**src/rtl/ecc_scrub8.sv**
```systemverilog
`default_nettype none
// ============================================================================
// Module   : ecc_scrub8
// Brief    : Hamming(12,8) SEC RAM controller with a user port and a background
//            scrubber. Define ECC_RDWB_EN to also repair words on user reads.
// Revision : 1.0 - initial release
// ============================================================================
module ecc_scrub8 #(
    parameter int ADDR_W       = 8,
    parameter int SCRUB_PERIOD = 1024
) (
    input  logic              clk,
    input  logic              rst,
    input  logic              scrub_en,
    input  logic              usr_req,
    input  logic              usr_wr,
    input  logic [ADDR_W-1:0] usr_addr,
    input  logic [7:0]        usr_wdat,
    output logic              usr_ack,
    output logic              usr_rvld,
    output logic [7:0]        usr_rdat,
    output logic              usr_cerr,
    output logic              usr_uerr,
    output logic              mem_ce,
    output logic              mem_we,
    output logic [ADDR_W-1:0] mem_addr,
    output logic [11:0]       mem_wdat,
    input  logic [11:0]       mem_rdat,
    output logic              scrub_done,
    output logic [15:0]       err_cnt
);

    localparam int                c_TMR_W    = $clog2(SCRUB_PERIOD);
    localparam logic [c_TMR_W-1:0] c_TMR_LAST = c_TMR_W'(SCRUB_PERIOD - 1);
    localparam logic [ADDR_W-1:0]  c_ADDR_MAX = {ADDR_W{1'b1}};

    localparam logic [2:0] c_IDLE = 3'd0;
    localparam logic [2:0] c_UWR  = 3'd1;
    localparam logic [2:0] c_URD  = 3'd2;
    localparam logic [2:0] c_UCHK = 3'd3;
    localparam logic [2:0] c_SRD  = 3'd4;
    localparam logic [2:0] c_SCHK = 3'd5;
    localparam logic [2:0] c_SWB  = 3'd6;
`ifdef ECC_RDWB_EN
    localparam logic [2:0] c_UWB  = 3'd7;
`endif

    logic [2:0]         r_state;
    logic [ADDR_W-1:0]  r_saddr;
    logic [c_TMR_W-1:0] r_timer;
    logic               r_pend;
    logic               r_usr_last;

    logic [11:0] w_enc;
    logic [3:0]  w_syn;
    logic        w_cerr;
    logic        w_uerr;
    logic [11:0] w_fixed;
    logic [7:0]  w_rdat;
    logic        w_scrub_end;

    // Codeword bit i is Hamming position i+1; parity bits sit at positions 1,2,4,8.
    function automatic logic [11:0] f_encode(input logic [7:0] d);
        logic p1, p2, p4, p8;
        p1 = d[0] ^ d[1] ^ d[3] ^ d[4] ^ d[6];
        p2 = d[0] ^ d[2] ^ d[3] ^ d[5] ^ d[6];
        p4 = d[1] ^ d[2] ^ d[3] ^ d[7];
        p8 = d[4] ^ d[5] ^ d[6] ^ d[7];
        return {d[7], d[6], d[5], d[4], p8, d[3], d[2], d[1], p4, d[0], p2, p1};
    endfunction

    assign w_enc    = f_encode(usr_wdat);
    assign w_syn[0] = ^{mem_rdat[0], mem_rdat[2], mem_rdat[4], mem_rdat[6], mem_rdat[8], mem_rdat[10]};
    assign w_syn[1] = ^{mem_rdat[1], mem_rdat[2], mem_rdat[5], mem_rdat[6], mem_rdat[9], mem_rdat[10]};
    assign w_syn[2] = ^{mem_rdat[3], mem_rdat[4], mem_rdat[5], mem_rdat[6], mem_rdat[11]};
    assign w_syn[3] = ^{mem_rdat[7], mem_rdat[8], mem_rdat[9], mem_rdat[10], mem_rdat[11]};
    assign w_cerr   = (w_syn != 4'd0) && (w_syn <= 4'd12);
    assign w_uerr   = (w_syn >= 4'd13);
    assign w_fixed  = w_cerr ? (mem_rdat ^ (12'd1 << (w_syn - 4'd1))) : mem_rdat;
    assign w_rdat   = {w_fixed[11:8], w_fixed[6:4], w_fixed[2]};

    assign w_scrub_end = ((r_state == c_SCHK) && !w_cerr) || (r_state == c_SWB);

    always_ff @(posedge clk or posedge rst) begin
        if (rst) begin
            r_state    <= c_IDLE;
            r_saddr    <= '0;
            r_timer    <= '0;
            r_pend     <= 1'b0;
            r_usr_last <= 1'b0;
            usr_ack    <= 1'b0;
            usr_rvld   <= 1'b0;
            usr_rdat   <= '0;
            usr_cerr   <= 1'b0;
            usr_uerr   <= 1'b0;
            mem_ce     <= 1'b0;
            mem_we     <= 1'b0;
            mem_addr   <= '0;
            mem_wdat   <= '0;
            scrub_done <= 1'b0;
            err_cnt    <= '0;
        end else begin
            mem_ce     <= 1'b0;
            mem_we     <= 1'b0;
            usr_ack    <= 1'b0;
            usr_rvld   <= 1'b0;
            scrub_done <= 1'b0;

            // A timer expiry on the same edge a scrub finishes keeps the new request.
            if (!scrub_en) begin
                r_timer <= '0;
                r_pend  <= 1'b0;
            end else if (r_timer == c_TMR_LAST) begin
                r_timer <= '0;
                r_pend  <= 1'b1;
            end else begin
                r_timer <= r_timer + c_TMR_W'(1);
                if (w_scrub_end) r_pend <= 1'b0;
            end

            case (r_state)
                c_IDLE: begin
                    r_usr_last <= 1'b0;
                    // Right after a user access a pending scrub takes the next slot.
                    if (usr_req && !(r_pend && r_usr_last)) begin
                        r_usr_last <= 1'b1;
                        mem_ce     <= 1'b1;
                        mem_addr   <= usr_addr;
                        usr_ack    <= 1'b1;
                        if (usr_wr) begin
                            mem_we   <= 1'b1;
                            mem_wdat <= w_enc;
                            r_state  <= c_UWR;
                        end else begin
                            r_state  <= c_URD;
                        end
                    end else if (r_pend) begin
                        mem_ce   <= 1'b1;
                        mem_addr <= r_saddr;
                        r_state  <= c_SRD;
                    end
                end
                c_UWR: r_state <= c_IDLE;
                c_URD: r_state <= c_UCHK;
                c_UCHK: begin
                    usr_rvld <= 1'b1;
                    usr_rdat <= w_rdat;
                    usr_cerr <= w_cerr;
                    usr_uerr <= w_uerr;
                    if (w_cerr && (err_cnt != 16'hFFFF)) err_cnt <= err_cnt + 16'd1;
`ifdef ECC_RDWB_EN
                    if (w_cerr) begin
                        mem_ce   <= 1'b1;
                        mem_we   <= 1'b1;
                        mem_wdat <= w_fixed;
                        r_state  <= c_UWB;
                    end else begin
                        r_state  <= c_IDLE;
                    end
`else
                    r_state <= c_IDLE;
`endif
                end
`ifdef ECC_RDWB_EN
                c_UWB: r_state <= c_IDLE;
`endif
                c_SRD: r_state <= c_SCHK;
                c_SCHK: begin
                    if (w_cerr) begin
                        mem_ce   <= 1'b1;
                        mem_we   <= 1'b1;
                        mem_wdat <= w_fixed;
                        if (err_cnt != 16'hFFFF) err_cnt <= err_cnt + 16'd1;
                        r_state  <= c_SWB;
                    end else begin
                        r_saddr    <= r_saddr + ADDR_W'(1);
                        scrub_done <= (r_saddr == c_ADDR_MAX);
                        r_state    <= c_IDLE;
                    end
                end
                c_SWB: begin
                    r_saddr    <= r_saddr + ADDR_W'(1);
                    scrub_done <= (r_saddr == c_ADDR_MAX);
                    r_state    <= c_IDLE;
                end
                default: r_state <= c_IDLE;
            endcase
        end
    end

endmodule
`default_nettype wire

```
**config.mk**
```make
export PLATFORM = sky130hd
export DESIGN_NAME = ecc_scrub8
export DESIGN_NICKNAME = d
export VERILOG_FILES = /design/src/rtl/ecc_scrub8.sv
export SDC_FILE = /design/constraint.sdc
export NUM_CORES = 1
export LEC_CHECK = 0
export CELL_PAD_IN_SITES_DETAIL_PLACEMENT = 1
export CELL_PAD_IN_SITES_GLOBAL_PLACEMENT = 2
export CORE_AREA = 2 2 110 112
export CTS_CLUSTER_DIAMETER = 200
export DETAILED_ROUTE_END_ITERATION = 8
export DIE_AREA = 0 0 112 114
export HOLD_SLACK_MARGIN = 0.08
export PLACE_DENSITY = 0.93
export SLEW_MARGIN = 15
export SYNTH_ARGS = -nofsm -noshare
export SYNTH_HDL_FRONTEND = slang
export SYNTH_SLANG_ARGS = --single-unit
```
**constraint.sdc**
```tcl
create_clock -name clk -period 6.9 [get_ports clk]
set_clock_uncertainty 0.1 [all_clocks]
set_input_delay 1.725 -clock clk [delete_from_list [all_inputs] [get_ports clk]]
set_output_delay 1.725 -clock clk [all_outputs]
set_load 0.02 [all_outputs]
```
# Yosys cells after proc, flatten, opt, wreduce, memory -nomap -nowiden
# Cells that the tools add are included.
[op_classes]
n_addsub = 4
n_mul = 0
div_mod_pow = 0
n_lt_le_gt_ge = 2
n_eq_ne = 16
shifts = 1
n_mux = 35
bitwise = 15
reduce_logical = 22
[op_table]
columns = ["cell", "n"]
rows = [
  ["$mux 12", 4],
  ["$mux 16", 3],
  ["$pmux 16 s2", 1],
  ["$mux 8", 3],
  ["$pmux 12 s2", 1],
  ["$mux 10", 2],
  ["$add 16x1->16 const B", 1],
  ["$ne 16x16->1 const B", 1],
  ["$pmux 8 s2", 1],
  ["$xor 1x1->1", 14],
  ["$mux 1", 12],
  ["$pmux 3 s4", 1],
  ["$reduce_xor 6->1", 2],
  ["$shl 1x4->12 const A", 1],
  ["$xor 12x12->12", 1],
  ["$add 10x1->10 const B", 1],
  ["$eq 10x10->1 const B", 1],
  ["$ne 2x2->1 const B", 5],
  ["$reduce_xor 5->1", 2],
  ["$eq 3x3->1 const B", 3],
  ["$mux 3", 3],
  ["$add 8x1->8 const B", 1],
  ["$eq 8x8->1 const B", 1],
  ["$reduce_and 4->1", 2],
  ["other kinds (16)", 28],
]
[word_totals]
register_bits = 74
latchBits = 0
ramBits = 0
romBits = 0
input_bits = 33
out_inout_bits = 51
elab_cells = 111
mem_count = 0

# Longest topological paths before layout
[logic_depth]
word_depth = 9
mapped_depth = 7

# Worst setup path before layout
# OpenSTA, ideal clock, no wires.
[synth_path]
path_type = "input -> register"
from = "input mem_rdat[6]"
to = "register mem_wdat[11]"
arrival_ps = 3550
required_ps = 6674
slack_ps = 3124
cell_stages = 7
cell_sequence = "xnor2_1 xor3_2 a211o_2 nand3_1 buf_2 nor2_1 a221o_1"
[synth_between]
elab_chain_cells = 7
[synth_lines]
columns = ["element", "line_no", "text"]
rows = [
  ["start: declaration", "28", "input logic [11:0] mem_rdat,"],
  ["$reduce_xor 6->1, or another cell as far along", "73", "assign w_syn[0] = ^{mem_rdat[0], mem_rdat[2], mem_rdat[4], mem_rdat[6], mem_rdat[8], mem_rdat[10]};"],
  ["$sub 4x1->4", "79", "assign w_fixed = w_cerr ? (mem_rdat ^ (12'd1 << (w_syn - 4'd1))) : mem_rdat;"],
  ["$shl 1x4->12", "79", ""],
  ["$xor 12x12->12", "79", ""],
  ["$mux 12", "79", ""],
  ["$mux 12", "169", "if (w_cerr) begin"],
  ["$pmux 12 s2", "121", "case (r_state)"],
  ["end signal: assignment", "132", "mem_wdat <= w_enc;"],
  ["end signal: assignment", "172", "mem_wdat <= w_fixed;"],
  ["end: declaration", "27", "output logic [11:0] mem_wdat,"],
]
# Several ways; a longest one is shown, not always the timed one. The select of a mux whose other input is x is not followed.
# A chain may end at the register's enable or synchronous reset.

# Worst setup path after layout
[layout_path]
from = "input mem_rdat[6]"
to = "register mem_wdat[1]"
# The elaborated chain is that of the path after synthesis.

==> reports/qor.csv <==
stage,metric,value,unit
status,status,finished clean,
floorplanning,Die Y,114,microns
final_layout,share of layout cells above drive strength 1,8.534,%
global_route,grt total ovfl,0,
clock_tree,CTS root buffer,clkbuf_16,
placed_design,Inst Count DP,588,
logic_synthesis,mapped cell area,3958,sq um
flow_run,Max-cap violations,0,
logic_synthesis,cells after synthesis,373,
route,DR WL/cell,16.42,microns
final_layout,Final Util,44.88,%
timing,RSZ-0062 raised after global routing,false,
logic_synthesis,Synth area leader,dfrtp_1,
floorplanning,Placeable Area,11710,sq um
logic_synthesis,"Async S/R FF share, synth",100.0,%
logic_synthesis,Mean Syn Cell Area,10.61,sq um
worst_setup_path,CP Cell Sequence,"clkdlybuf4s50_1, xnor2_1, xor3_2, a211o_2, a31oi_1, inv_1, o221a_2",
timing,crit path time final,4.702,ns
placed_design,DP Wirelength,7369,microns
global_route,first-pass GRT wire length,16890,microns
worst_setup_path,CP Class,primary input to flip-flop,
final_layout,Filler Cells Inserted,1294,
global_route,largest net degree at the start of global routing,75,
worst_setup_path,CP max stage cell,a31oi_1,
logic_synthesis,Synth Flop Type,dfrtp_1,
worst_setup_path,kind of end point of the critical path,flip-flop,
placed_design,number of port buffers,83,
logic_synthesis,Yosys top cell area share,46.79,%
clock_tree,# hold bufs at CTS,0,
clock_tree,"Clk Latency, worst-skew pair",0.34,ns
worst_setup_path,CP arrival,4.82,ns
floorplanning,die width,112,microns
placed_design,RePlAce Congestion,0.8247,
clock_tree,H-Tree Depth,3,
worst_setup_path,crit start category,primary input,
logic_synthesis,post-synthesis sequential area ratio,46.79,%
logic_synthesis,Mapped Nets,409,
final_layout,Area growth syn-to-layout,32.82,%
timing,Slew HR,32.81,%
timing,setup TNS,0,ns
power,Static Leak,2.144,nW
route,DR vias,3110,
floorplanning,die area,12770,sq um
logic_synthesis,leading post-synthesis cells by cell area,"dfrtp_1 (47%), xnor2_1 (8.9%), xor2_1 (4.2%)",
power,Power per Cell Area,359.0,nW/um^2
clock_tree,post_cts resized,0,
timing,fin. max-slew vios,0,
clock_tree,postcts setup bufs,0,
route,Detail Route Antenna Nets,0,
final_layout,final std cells w/o fill,604,
worst_setup_path,CP required,7.02,ns
worst_setup_path,"Buf+Inv Stages, Crit Path",2,
final_layout,Post-layout nets,488,
route,1st-iter DRT viols,107,
worst_setup_path,critical path's largest stage delay,0.73,ns
route,DRT Pass-1 Iters,4,
timing,final setup fails,0,
global_route,GRT Total Usage,16.53,%
route,Via density,5.149,
timing,"Hold Violations, Final",0,
logic_synthesis,#FFs+latches synth,74,
clock_tree,Max Buffers Root-to-Sink,2,
global_route,vias in the first global route,3271,
worst_setup_path,critical-path maximum fanout,11,
floorplanning,Top Ports,84,
worst_setup_path,Worst path top cell family by delay,compound AO/OA/AOI/OAI gates,
final_layout,ant diodes,0,
logic_synthesis,Post-synth EDFFs,0,
logic_synthesis,number of library cell types mapped by synthesis,57,
worst_hold_path,worst min path class,flip-flop to flip-flop,
timing,fmax,212.7,MHz
floorplanning,Initial Util,33.79,%
global_route,initial antenna violation count,0,
clock_tree,CTS tree,built,
clock_tree,clock sink count,74,
logic_synthesis,Ys Warns,0,
clock_tree,CTS Buf Count,9,
route,Post-route DRC,0,
route,final wirelength,9916,microns
power,Max VDD drop,0.0001785,V
timing,Final Cycle Share,68.14,%
floorplanning,row count,40,
clock_tree,"Clk pin slew, worst setup/hold paths",0.06,ns
timing,Worst-Margin Slew,1.003,ns
## metrics by stage
stage / total power [mW] / hold WS (ns) / worst slack, ns / cell area [sq um]
after floorplan: 1.052 / 0.3553 / 3.124 / 3958
after CTS: 1.911 / 0.3898 / 2.241 / 5256
final: 1.887 / 0.3781 / 2.198 / 5256
after detailed placement: 1.366 / 0.3769 / 1.901 / 4913
after global placement: 1.342 / 0.3642 / 2.006 / 4913
after global routing: 1.995 / 0.4208 / 1.973 / 5256
## placed cells by master (no fill, tap or decap), drive strengths merged, types with 2 or more instances in the layout
cell type      synthesis  final
clkinvlp               0      3
clkdlybuf4s50          0     83
nand3                 16     16
nand4b                 2      2
and2                   8      8
nor2                  29     29
dfrtp                 74     74
xnor2                 41     41
a211oi                 4      4
mux2i                  7      7
nand2                 32     32
ha                     3      3
a221o                  8      8
o211ai                 2      2
and3                   7      7
xor2                  20     20
nand3b                 4      4
a21oi                 17     17
and4                   2      2
xnor3                  3      3
a2111oi                2      2
nor3b                  2      2
nor3                   4      4
nand4                 17     17
inv                   11     11
mux2                   4      4
a21boi                 2      2
xor3                   3      3
a31oi                  2      2
buf                    6      2
clkbuf                11      9
o21ai                 15     15
nor4                   5      5
bufinv                 0      3
## state kept, by name, summed over array words and instances (netlist names)
register and flops:
r_state 3, usr_rdat 8, usr_ack 1, mem_wdat 12, usr_rvld 1, usr_uerr 1
r_pend 1, r_saddr 8, r_usr_last 1, r_timer 10, mem_we 1, scrub_done 1
mem_ce 1, err_cnt 16, usr_cerr 1, mem_addr 8
## per-layer routing
metal  GRT usage (%)  up-vias  share of wire (%)  wire length (microns)
met5               0        -                  0                      0
met4           7.561        0                2.7                    263
met3           3.241       16                5.5                    543
met2           26.30       87                 46                   4579
met1           21.99     1542                 46                   4530
li1                -     1465                  -                      -
## final timing paths
path	startpoint	end	slack (ns)	cells after the start
min in group asynchronous	rst	mem_addr[0]	1.90	3
max in group asynchronous	rst	err_cnt[7]	4.18	3
worst max-delay path	mem_rdat[6]	mem_wdat[1]	2.20	7
worst max register to register	err_cnt[5]	err_cnt[1]	4.21	6
worst min register to register	usr_rdat[1]	usr_rdat[1]	0.38	2
worst min-delay path	usr_rdat[1]	usr_rdat[1]	0.38	2
## cell usage after synthesis, drive strengths merged, types with 4 or more instances
master and n:
a211oi 4, nand3b 4, xor2 20, buf 6, nor3 4, mux2 4
nand2 32, nand3 16, inv 11, mux2i 7, clkbuf 11, a21oi 17
nand4 17, nor2 29, dfrtp 74, and2 8, a221o 8, o21ai 15
nor4 5, and3 7, xnor2 41
## logic make-up after synthesis
group	after synthesis	share of synthesized area, %
AOI/OAI and AO/OA	59	10.91
xor gates and xnor gates	67	17.99
adders and majority gates	3	0.9486
buffers and inverters	28	2.909
DFF	74	46.79
muxes	11	2.909
and+or+nand+nor	131	17.55
## final cells by class
class                   instances  area, sq um  share of cell area, %
repair buffers                 85        845.8                  16.09
multi-input cells             271         1991                  37.87
clock buffers                   9        225.2                  4.285
clock inverters                 7        117.6                  2.238
inverters                      11        41.29                 0.7855
flip-flops and latches         74         1852                  35.23
well taps                     147        183.9                  3.499
## tightest hold or removal path: stages, from the launching register on
cell     delay (ns)
dfrtp_1        0.34
nand2_1        0.05
o21ai_0        0.06
## where the power goes
| part | switching (mW) | internal [mW] | total, mW |
|---|---|---|---|
| clock | 0.181 | 0.352 | 0.533 |
| sequential | 0.0970 | 0.553 | 0.650 |
| combinational | 0.372 | 0.332 | 0.704 |
No activity file was read; power rests on OpenSTA's default activity.
